==> config.mk <==
export PLATFORM = sky130hd
export DESIGN_NAME = st2bus_pack
export DESIGN_NICKNAME = d
export VERILOG_FILES = /design/src/rtl/trb_bus_pkg.sv /design/src/rtl/st2bus_obuf.sv /design/src/rtl/st2bus_pack.sv
export SDC_FILE = /design/constraint.sdc
export NUM_CORES = 2
export LEC_CHECK = 0
export BUFFER_PORTS_ARGS = -buffer_cell sky130_fd_sc_hd__buf_2
export CAP_MARGIN = 25
export CELL_PAD_IN_SITES_DETAIL_PLACEMENT = 1
export CELL_PAD_IN_SITES_GLOBAL_PLACEMENT = 2
export CORE_MARGIN = 5
export CORE_UTILIZATION = 30
export DETAILED_ROUTE_END_ITERATION = 12
export PLACE_DENSITY_LB_ADDON = 0.1
export RECOVER_POWER = 25
export SLEW_MARGIN = 20
export SYNTH_ARGS = -nofsm -noshare
export SYNTH_HDL_FRONTEND = slang
export SYNTH_SLANG_ARGS = --single-unit
==> constraint.sdc <==
create_clock -name clk_bus -period 7.5 [get_ports clk_bus]
set_clock_uncertainty 0.15 [all_clocks]
set_input_delay 0 -clock clk_bus [delete_from_list [all_inputs] [get_ports clk_bus]]
set_output_delay 0 -clock clk_bus [all_outputs]
set_load 0.005 [all_outputs]
==> src/rtl/trb_bus_pkg.sv <==
// ============================================================================
// trb_bus_pkg: bus word geometry, field offsets and packer state encoding
// Rev 1.0
// ============================================================================
`default_nettype none

package trb_bus_pkg;

  localparam int BUS           = 534;
  localparam int ST            = 8;
  localparam int BYTES_PER_BUS = 64;
  localparam int SEQ_W         = 12;
  localparam int PAY_W         = 512;
  localparam int CNT_W         = 7;

  localparam int PAY_LSB = 0;
  localparam int CNT_LSB = 512;
  localparam int SOP_BIT = 519;
  localparam int EOP_BIT = 520;
  localparam int ERR_BIT = 521;
  localparam int SEQ_LSB = 522;

  typedef enum logic [1:0] {
    S_IDLE = 2'd0,
    S_PKT  = 2'd1,
    S_HOLD = 2'd2
  } state_t;

  function automatic logic [BUS-1:0] pack_word(
    input logic [PAY_W-1:0] pay,
    input logic [CNT_W-1:0] cnt,
    input logic             sop,
    input logic             eop,
    input logic             err,
    input logic [SEQ_W-1:0] seq
  );
    logic [BUS-1:0] w;
    w                    = '0;
    w[PAY_LSB +: PAY_W]  = pay;
    w[CNT_LSB +: CNT_W]  = cnt;
    w[SOP_BIT]           = sop;
    w[EOP_BIT]           = eop;
    w[ERR_BIT]           = err;
    w[SEQ_LSB +: SEQ_W]  = seq;
    return w;
  endfunction

endpackage

`default_nettype wire

==> src/rtl/st2bus_obuf.sv <==
// ============================================================================
// st2bus_obuf: single-word output register with bus_en/bus_ready handshake
// Rev 1.0
// ============================================================================
`default_nettype none

module st2bus_obuf
  import trb_bus_pkg::*;
(
  input  logic           clk_bus,
  input  logic           rst_n,
  input  logic           load,
  input  logic [BUS-1:0] word,
  input  logic           bus_ready,
  output logic [BUS-1:0] bus_data,
  output logic           bus_en,
  output logic           full
);

  assign bus_en = full && bus_ready;

  // A load may coincide with a drain; the new word replaces the departing one.
  always_ff @(posedge clk_bus or negedge rst_n) begin
    if (!rst_n) begin
      bus_data <= '0;
      full     <= 1'b0;
    end else if (load) begin
      bus_data <= word;
      full     <= 1'b1;
    end else if (bus_en) begin
      full     <= 1'b0;
    end
  end

endmodule

`default_nettype wire

==> src/rtl/st2bus_pack.sv <==
// ============================================================================
// st2bus_pack: packs the 8-bit packet stream into 534-bit host bus words
// Rev 1.0 -- define ST2BUS_SEQNUM_EN to carry the packet sequence number
// ============================================================================
`default_nettype none

module st2bus_pack
  import trb_bus_pkg::*;
(
  input  logic           clk_bus,
  input  logic           rst_n,
  input  logic [ST-1:0]  st_data,
  input  logic           st_valid,
  input  logic           st_sop,
  input  logic           st_eop,
  output logic           st_ready,
  output logic [BUS-1:0] bus_data,
  output logic           bus_en,
  input  logic           bus_ready,
  output logic [15:0]    drop_cnt
);

  state_t           state, state_nxt;
  logic [PAY_W-1:0] acc_pay, acc_pay_nxt, app_pay;
  logic [CNT_W-1:0] acc_cnt, acc_cnt_nxt, app_cnt;
  logic             acc_sop, acc_sop_nxt, acc_eop, acc_eop_nxt;
  logic             up, drop, load, accept;
  logic             obuf_full, obuf_free, mid_sop_stall;
  logic [BUS-1:0]   load_word;
  logic [SEQ_W-1:0] seq;

`ifdef ST2BUS_SEQNUM_EN
  always_ff @(posedge clk_bus or negedge rst_n) begin
    if (!rst_n)
      seq <= '0;
    else if (load && load_word[EOP_BIT])
      seq <= seq + 1'b1;
  end
`else
  assign seq = '0;
`endif

  assign obuf_free     = !obuf_full || bus_ready;
  // A sop that aborts a partial word needs the obuf for that word and the accumulator for itself.
  assign mid_sop_stall = (state == S_PKT) && st_sop && (acc_cnt != '0) && !obuf_free;
  assign st_ready      = up && (state != S_HOLD) && !mid_sop_stall;
  assign accept        = st_valid && st_ready;

  always_comb begin
    state_nxt   = state;
    acc_pay_nxt = acc_pay;
    acc_cnt_nxt = acc_cnt;
    acc_sop_nxt = acc_sop;
    acc_eop_nxt = acc_eop;
    load        = 1'b0;
    load_word   = '0;
    drop        = 1'b0;
    app_pay     = acc_pay;
    app_pay[{acc_cnt[5:0], 3'b000} +: ST] = st_data;
    app_cnt     = acc_cnt + 1'b1;

    case (state)
      S_IDLE: begin
        if (accept) begin
          if (st_sop) begin
            acc_pay_nxt = {{(PAY_W-ST){1'b0}}, st_data};
            acc_cnt_nxt = 7'd1;
            acc_sop_nxt = 1'b1;
            acc_eop_nxt = st_eop;
            if (!st_eop) begin
              state_nxt = S_PKT;
            end else if (obuf_free) begin
              load        = 1'b1;
              load_word   = pack_word({{(PAY_W-ST){1'b0}}, st_data}, 7'd1, 1'b1, 1'b1, 1'b0, seq);
              acc_pay_nxt = '0;
              acc_cnt_nxt = '0;
              acc_sop_nxt = 1'b0;
              acc_eop_nxt = 1'b0;
            end else begin
              state_nxt = S_HOLD;
            end
          end else begin
            drop = 1'b1;
          end
        end
      end

      S_PKT: begin
        if (accept) begin
          if (st_sop) begin
            // An empty accumulator means the abort has no partial word to flush.
            if (acc_cnt != '0) begin
              load      = 1'b1;
              load_word = pack_word(acc_pay, acc_cnt, acc_sop, 1'b1, 1'b1, seq);
            end
            acc_pay_nxt = {{(PAY_W-ST){1'b0}}, st_data};
            acc_cnt_nxt = 7'd1;
            acc_sop_nxt = 1'b1;
            acc_eop_nxt = st_eop;
            state_nxt   = st_eop ? S_HOLD : S_PKT;
          end else if ((app_cnt == CNT_W'(BYTES_PER_BUS)) || st_eop) begin
            if (obuf_free) begin
              load        = 1'b1;
              load_word   = pack_word(app_pay, app_cnt, acc_sop, st_eop, 1'b0, seq);
              acc_pay_nxt = '0;
              acc_cnt_nxt = '0;
              acc_sop_nxt = 1'b0;
              acc_eop_nxt = 1'b0;
              state_nxt   = st_eop ? S_IDLE : S_PKT;
            end else begin
              acc_pay_nxt = app_pay;
              acc_cnt_nxt = app_cnt;
              acc_eop_nxt = st_eop;
              state_nxt   = S_HOLD;
            end
          end else begin
            acc_pay_nxt = app_pay;
            acc_cnt_nxt = app_cnt;
          end
        end
      end

      S_HOLD: begin
        if (obuf_free) begin
          load        = 1'b1;
          load_word   = pack_word(acc_pay, acc_cnt, acc_sop, acc_eop, 1'b0, seq);
          acc_pay_nxt = '0;
          acc_cnt_nxt = '0;
          acc_sop_nxt = 1'b0;
          acc_eop_nxt = 1'b0;
          state_nxt   = acc_eop ? S_IDLE : S_PKT;
        end
      end

      default: state_nxt = S_IDLE;
    endcase
  end

  always_ff @(posedge clk_bus or negedge rst_n) begin
    if (!rst_n) begin
      state    <= S_IDLE;
      acc_pay  <= '0;
      acc_cnt  <= '0;
      acc_sop  <= 1'b0;
      acc_eop  <= 1'b0;
      up       <= 1'b0;
      drop_cnt <= '0;
    end else begin
      state    <= state_nxt;
      acc_pay  <= acc_pay_nxt;
      acc_cnt  <= acc_cnt_nxt;
      acc_sop  <= acc_sop_nxt;
      acc_eop  <= acc_eop_nxt;
      up       <= 1'b1;
      if (drop && (drop_cnt != 16'hFFFF))
        drop_cnt <= drop_cnt + 16'd1;
    end
  end

  st2bus_obuf u_obuf (
    .clk_bus   (clk_bus),
    .rst_n     (rst_n),
    .load      (load),
    .word      (load_word),
    .bus_ready (bus_ready),
    .bus_data  (bus_data),
    .bus_en    (bus_en),
    .full      (obuf_full)
  );

endmodule

`default_nettype wire

; Word-level counts from Yosys, hierarchy flattened
; Cells that the tools add are included.
[totals]
register_bits = 1075
latchBits = 0
ram_bits = 0
romBits = 0
in_bits = 14
out_inout_bits = 552
elab_cells = 123
mem_count = 0
[op_classes]
addsub = 3
mul = 0
n_div = 0
order_cmp = 0
n_eq_ne = 11
shifts = 2
muxes = 77
bitwise_logic = 0
n_reduce_logical = 21
[ops]
columns = cell, count
row1 = $mux W521, 7
row2 = $mux W512, 7
row3 = $pmux W534 S3, 1
row4 = $pmux W512 S3, 1
row5 = $mux W534, 2
row6 = $mux W522, 1
row7 = $bwmux W512, 1
row8 = $shift A8 B11 Y512 const A, 1
row9 = $shiftx A8 B11 Y512, 1
row10 = $mux W7, 7
row11 = $mux W1, 33
row12 = $pmux W7 S3, 1
row13 = $mux W2, 10
row14 = $add A16 B1 Y16 const B, 1
row15 = $mux W8, 2
row16 = $ne A16 B16 Y1 const B, 1
row17 = $reduce_and A6 Y1, 2
row18 = $neg A9 Y11, 1
row19 = $ne A2 B2 Y1 const B, 5
row20 = $reduce_and A5 Y1, 2
row21 = $pmux W1 S3, 3
row22 = $logic_and A1 B1 Y1, 8
row23 = $add A7 B1 Y7 const B, 1
row24 = $eq A7 B7 Y1 const B, 1
row25 = 11 further kinds, 14

; Longest topological paths before layout
[depth]
ltp_word = 10
depth_mapped = 15
mapped_depth_nobuf = 9

; Cells and area by module
; Synthesis repeated with hierarchy kept, for this count alone.
[unflattened]
cells_unflattened = 5155
area_unflattened_um2 = 53492.6
[by_module_without_submodules]
columns = module, n_inst, cells_each, area_per_inst_um2, seq_area_each_um2
row1 = st2bus_pack, 1, 4023, 33101.7, 13513.0
row2 = st2bus_obuf, 1, 1132, 20390.8, 13387.8

; Worst setup path before layout
; No wires, ideal clock.
[synth_timing]
kind = reg-to-reg
from = register acc_cnt[0]
to = register u_obuf.bus_data[112]
setup_time_ps = 126
arrival_ps = 3414
required_ps = 7224
path_slack_ps = 3810
path_stages_with_launch = 14
n_path_buf = 4
period_less_slack_ps = 3690
cell_sequence = dfrtp_1 buf_2 clkbuf_1 inv_1 ha_1 buf_4 xnor2_1 a31oi_1 nand2_1 buf_1 nor2_1 mux2_2 a221oi_1 nor2_1
[synth_between]
elab_chain_len = 8
word_cells_on_any_way = 26
cone_classes = add/sub: 2 / eq/ne: 1 / shift: 2 / mux: 14 / reduce/logical: 7
[synth_rtl]
columns = element, line
row1 = from (decl), st2bus_pack.sv:25  ; logic [CNT_W-1:0] acc_cnt, acc_cnt_nxt, app_cnt;
row2 = from (signal assigned), st2bus_pack.sv:151  ; acc_cnt <= acc_cnt_nxt;
row3 = $neg A9 Y11 or $reduce_bool A7 Y1 (tied branches), "st2bus_pack.sv:59, st2bus_pack.sv:45, st2bus_pack.sv:92"
row4 = "$shiftx A8 B11 Y512, or another cell as far along", st2bus_pack.sv:59  ; app_pay[{acc_cnt[5:0], 3'b000} +: ST] = st_data;
row5 = $bwmux W512 or $logic_and A1 B1 Y1 (tied branches), "st2bus_pack.sv:59, st2bus_pack.sv:45"
row6 = $mux W521 or $logic_not A1 Y1 (tied branches), "st2bus_pack.sv:102, st2bus_pack.sv:46"
row7 = $mux W521 or $logic_and A1 B1 Y1 (tied branches), "st2bus_pack.sv:101, st2bus_pack.sv:46"
row8 = $mux W534 or $logic_and A1 B1 Y1 (tied branches), "st2bus_pack.sv:90, st2bus_pack.sv:47"
row9 = "$mux W534, or another cell as far along", st2bus_pack.sv:89  ; if (accept) begin
row10 = $pmux W534 S3 or $pmux W1 S3 (tied branches), st2bus_pack.sv:62  ; case (state)
row11 = to (signal assigned), st2bus_obuf.sv:28  ; bus_data <= word;
row12 = to (decl), st2bus_obuf.sv:15  ; output logic [BUS-1:0] bus_data,
; Parallel ways exist; a longest one is shown, timed or not.
; A chain may end at the register's enable or synchronous reset.

; Final worst setup path
[layout_timing]
from = register acc_cnt[0]
to = register u_obuf.bus_data[394]
; The elaborated chain is that of the path after synthesis.

==> summary.md <==
| Metric | Value |
|---|---|
| Outcome | complete, but fails checks |
| Failing checks | capacitance limit, slew limit |
| WL/cell | 29.16 µm |
| Part of the cycle the worst path needs | a little over two thirds |
| Crit path max fanout | 28 |
| Clk_lat worst skew | 770 ps |
| Cell taking the most area after synthesis | dfrtp_1 |
| Syn Inst Count | ~4800 |
| Mean post-synth cell area | 9.669 µm² |
| Area growth syn-to-layout | 19.62% |
| Power Density | 428.7 nW/µm² |
| Final setup vio count | 0 |
| Antenna Nets Post-Route | 0 |
| CP Launch Type | register |
| Layout cells sized above 1 | 13.26% |
| Max Cap Viol | 5 |
| Core ar. | 155700 µm² |
| Die width | just over 400 µm |
| Die area | 164000 µm² |
| Fmax | 189.0 MHz |
| Unique masters post-synth | 80 |
| Drt pass-1 iters | 8 |
| CTS tree | yes |
| # resized after CTS | 0 |
| Largest net degree at the start of global routing | 171 |
| Sum Neg Setup Slack | 0 ps |
| Row count | about 150 |
| Post-synthesis register bit count | 1063 |
| Clock root cell | clkbuf_16 |
| Sequential-to-total area share from yosys stat | a little under three fifths |
| FFs w/ async S/R, synth | 100.0% |
| CTS buffer count | 132 |
| Worst-Margin Slew | 3888 ps |
| Finished Layout Cells | 7453 |
| Routability cong. | approximately 0.82 |
| Predominant post-synthesis flop cell | dfrtp_1 |
| Count leader, synth | nor2_1 |
| Min-Delay Path Class | in -> reg |
| PortBufs | 553 |
| # DRC | 0 |
| GRT Resource Usage Total | 25.98% |
| Die height | 405.0 µm |
| Max_slew headroom | -159.2% |
| Final Hold Fails | 0 |
| Clk buf depth | 3 |
| Most instantiated cells after synthesis | nor2_1 (1122), dfrtp_1 (1063), nand2_1 (413), a221oi_1 (324), a21oi_1 (318) |
| Avg Vias per Cell | 5.593 |
| Clk sinks | 1063 |
| Top cells by area, synth | dfrtp_1 (57%), nor2_1 (9.0%), a221oi_1 (6.1%) |
| Crit Path Class | reg -> reg |
| First-pass GRT wire length | 316.1 mm |
| Fin crit period | approximately 5300 ps |
| Critical Path AT | 5770 ps |
| P_leak | 24.12 nW |
| Via count | roughly 42000 |
| Post-synth EDFFs | 0 |
| Placed Cells | 7189 |
| Nets | 5310 |
| Clock transition at path regs | 60 ps |
| Num ports | 566 |
| Synth Cell Area | between 40000 and 50000 µm² |
| CP required | ~8000 ps |
| Post-synth top area share | 56.84% |
| Critical Path End Type | register |
| Yosys warnings | 0 |
| Final wirelength | about 220 mm |
| H-tree lvl count | 4 |
| Initial DRC Count | approximately 2900 |
| Initial Util | a little under a third |
| Final HPWL DP | ~150 mm |
| Vias in the first global route | 42941 |
| Final slew viol count | 430 |
| Unrepaired setup endpoints after global routing | false |
| VDD IR max | 338.7 µV |
| Initial antenna violation count | 6 |
| GRT overflow | 0 |
-- metrics by stage --
step                      cell area (µm²)  hold WS (ps)  setup slack, ps  power [mW]  util (%)
after CTS                           56270         127.3             2340       24.48     36.15
after floorplan                     46840        -445.6             3810       12.91         -
final                               55980         212.4             2209       24.00     35.96
after global placement              51580        -116.8             2384       17.63     33.14
after detailed placement            51660        -113.8             2355       17.77     33.19
after global routing                55970         196.0             1948       25.53     35.96
-- metal layers --
layer	global-route usage, %	vias to the layer above	share of wire (%)
met4	7.653	0	2.9
li1	-	18467	-
met1	35.07	21858	44
met3	4.182	245	4.6
met5	0	-	0
met2	43.14	1115	48
-- cells by family after synthesis --
kind of cell             Yosys count  synth area share, %
AO/OA/AOI/OAI                   1550                22.93
buffers and inverters            375                3.297
other                              2              0.01605
XOR/XNOR                          19               0.3556
AND/OR/NAND/NOR                 1811                16.05
flip-flops                      1063                56.84
multiplexers                      10               0.2380
adder cells (fa/ha/maj)           10               0.2674
-- critical path, stage by stage (launching register included) --
cell      delay (ps)
dfrtp_1          730
inv_1            320
ha_1             430
or3b_1           470
o32a_1           360
and2_2           350
buf_4            330
nor3_1           730
o21ai_1          390
a221oi_1         750
nor2_1           110
-- placed cells by master, fill, tap and decap left out, types with 11 or more instances in the layout --
| cell type | Yosys | routed |
|---|---|---|
| a21oi_1 | 318 | 316 |
| o21ai_1 | 112 | 110 |
| xnor2_1 | 13 | 13 |
| a211o_1 | 17 | 17 |
| a22o_1 | 154 | 154 |
| o31ai_1 | 16 | 16 |
| and2_1 | 23 | 21 |
| buf_2 | 39 | 336 |
| or3_1 | 15 | 15 |
| nor2_2 | 9 | 12 |
| nand3_1 | 54 | 54 |
| a32oi_1 | 119 | 119 |
| inv_1 | 16 | 16 |
| a32o_1 | 25 | 25 |
| o22a_1 | 38 | 38 |
| buf_4 | 15 | 67 |
| nand2_1 | 413 | 412 |
| buf_12 | 0 | 11 |
| a221oi_1 | 324 | 324 |
| a31oi_1 | 48 | 48 |
| clkbuf_16 | 0 | 138 |
| o21ai_0 | 295 | 294 |
| nor3_1 | 52 | 46 |
| a2bb2oi_1 | 13 | 12 |
| nand4_1 | 15 | 15 |
| conb_1 | 2 | 13 |
| dlygate4sd3_1 | 0 | 17 |
| clkinv_2 | 0 | 24 |
| clkbuf_8 | 0 | 33 |
| and3_1 | 18 | 18 |
| clkbuf_1 | 262 | 250 |
| nand2b_1 | 32 | 32 |
| nor3_2 | 21 | 27 |
| nor2_1 | 1122 | 1117 |
| dfrtp_1 | 1063 | 1063 |
-- flip-flops by register name, indices dropped and copies added (netlist names) --
signal,count
acc_sop,1
acc_eop,1
up,1
drop_cnt,16
u_obuf.full,1
u_obuf.bus_data,522
state,2
acc_pay,512
acc_cnt,7
-- power by group --
part	leakage, nW	total (mW)	internal [mW]	switching (mW)
Sequential	13.8	8.57	7.27	1.30
Combinational	8.11	8.87	2.66	6.21
Clock	2.19	6.55	3.88	2.67
-- worst paths after layout --
check | startpoint | end | slack (ps) | cells past startpoint
max | acc_cnt[0] | u_obuf.bus_data[394] | 2210 | 10
min | st_data[2] | u_obuf.bus_data[250] | 210 | 4
max reg2reg | acc_cnt[0] | u_obuf.bus_data[394] | 2210 | 10
min reg2reg | acc_pay[459] | acc_pay[459] | 330 | 2
max in group asynchronous | rst_n | u_obuf.bus_data[167] | 2690 | 4
min in group asynchronous | rst_n | acc_pay[219] | 760 | 4
-- timing repair --
action                     in CTS  in global routing
hold buffers                   18                  0
setup buffers                   0                  0
setup endpoints to repair       0                  0
hold endpoints to repair      667                  0
-- layout make-up --
cell class / count / area, µm²
timing repair buffer: 658 / 3462
antenna: 3 / 7.507
multi-input combinational: 3413 / 18850
clock buffer: 200 / 4016
clock inverter: 40 / 395.4
fill: 17751 / 99680
inverter: 18 / 67.56
tap: 2058 / 2575
sequential: 1063 / 26600
Power figures use the tool's default switching activity.
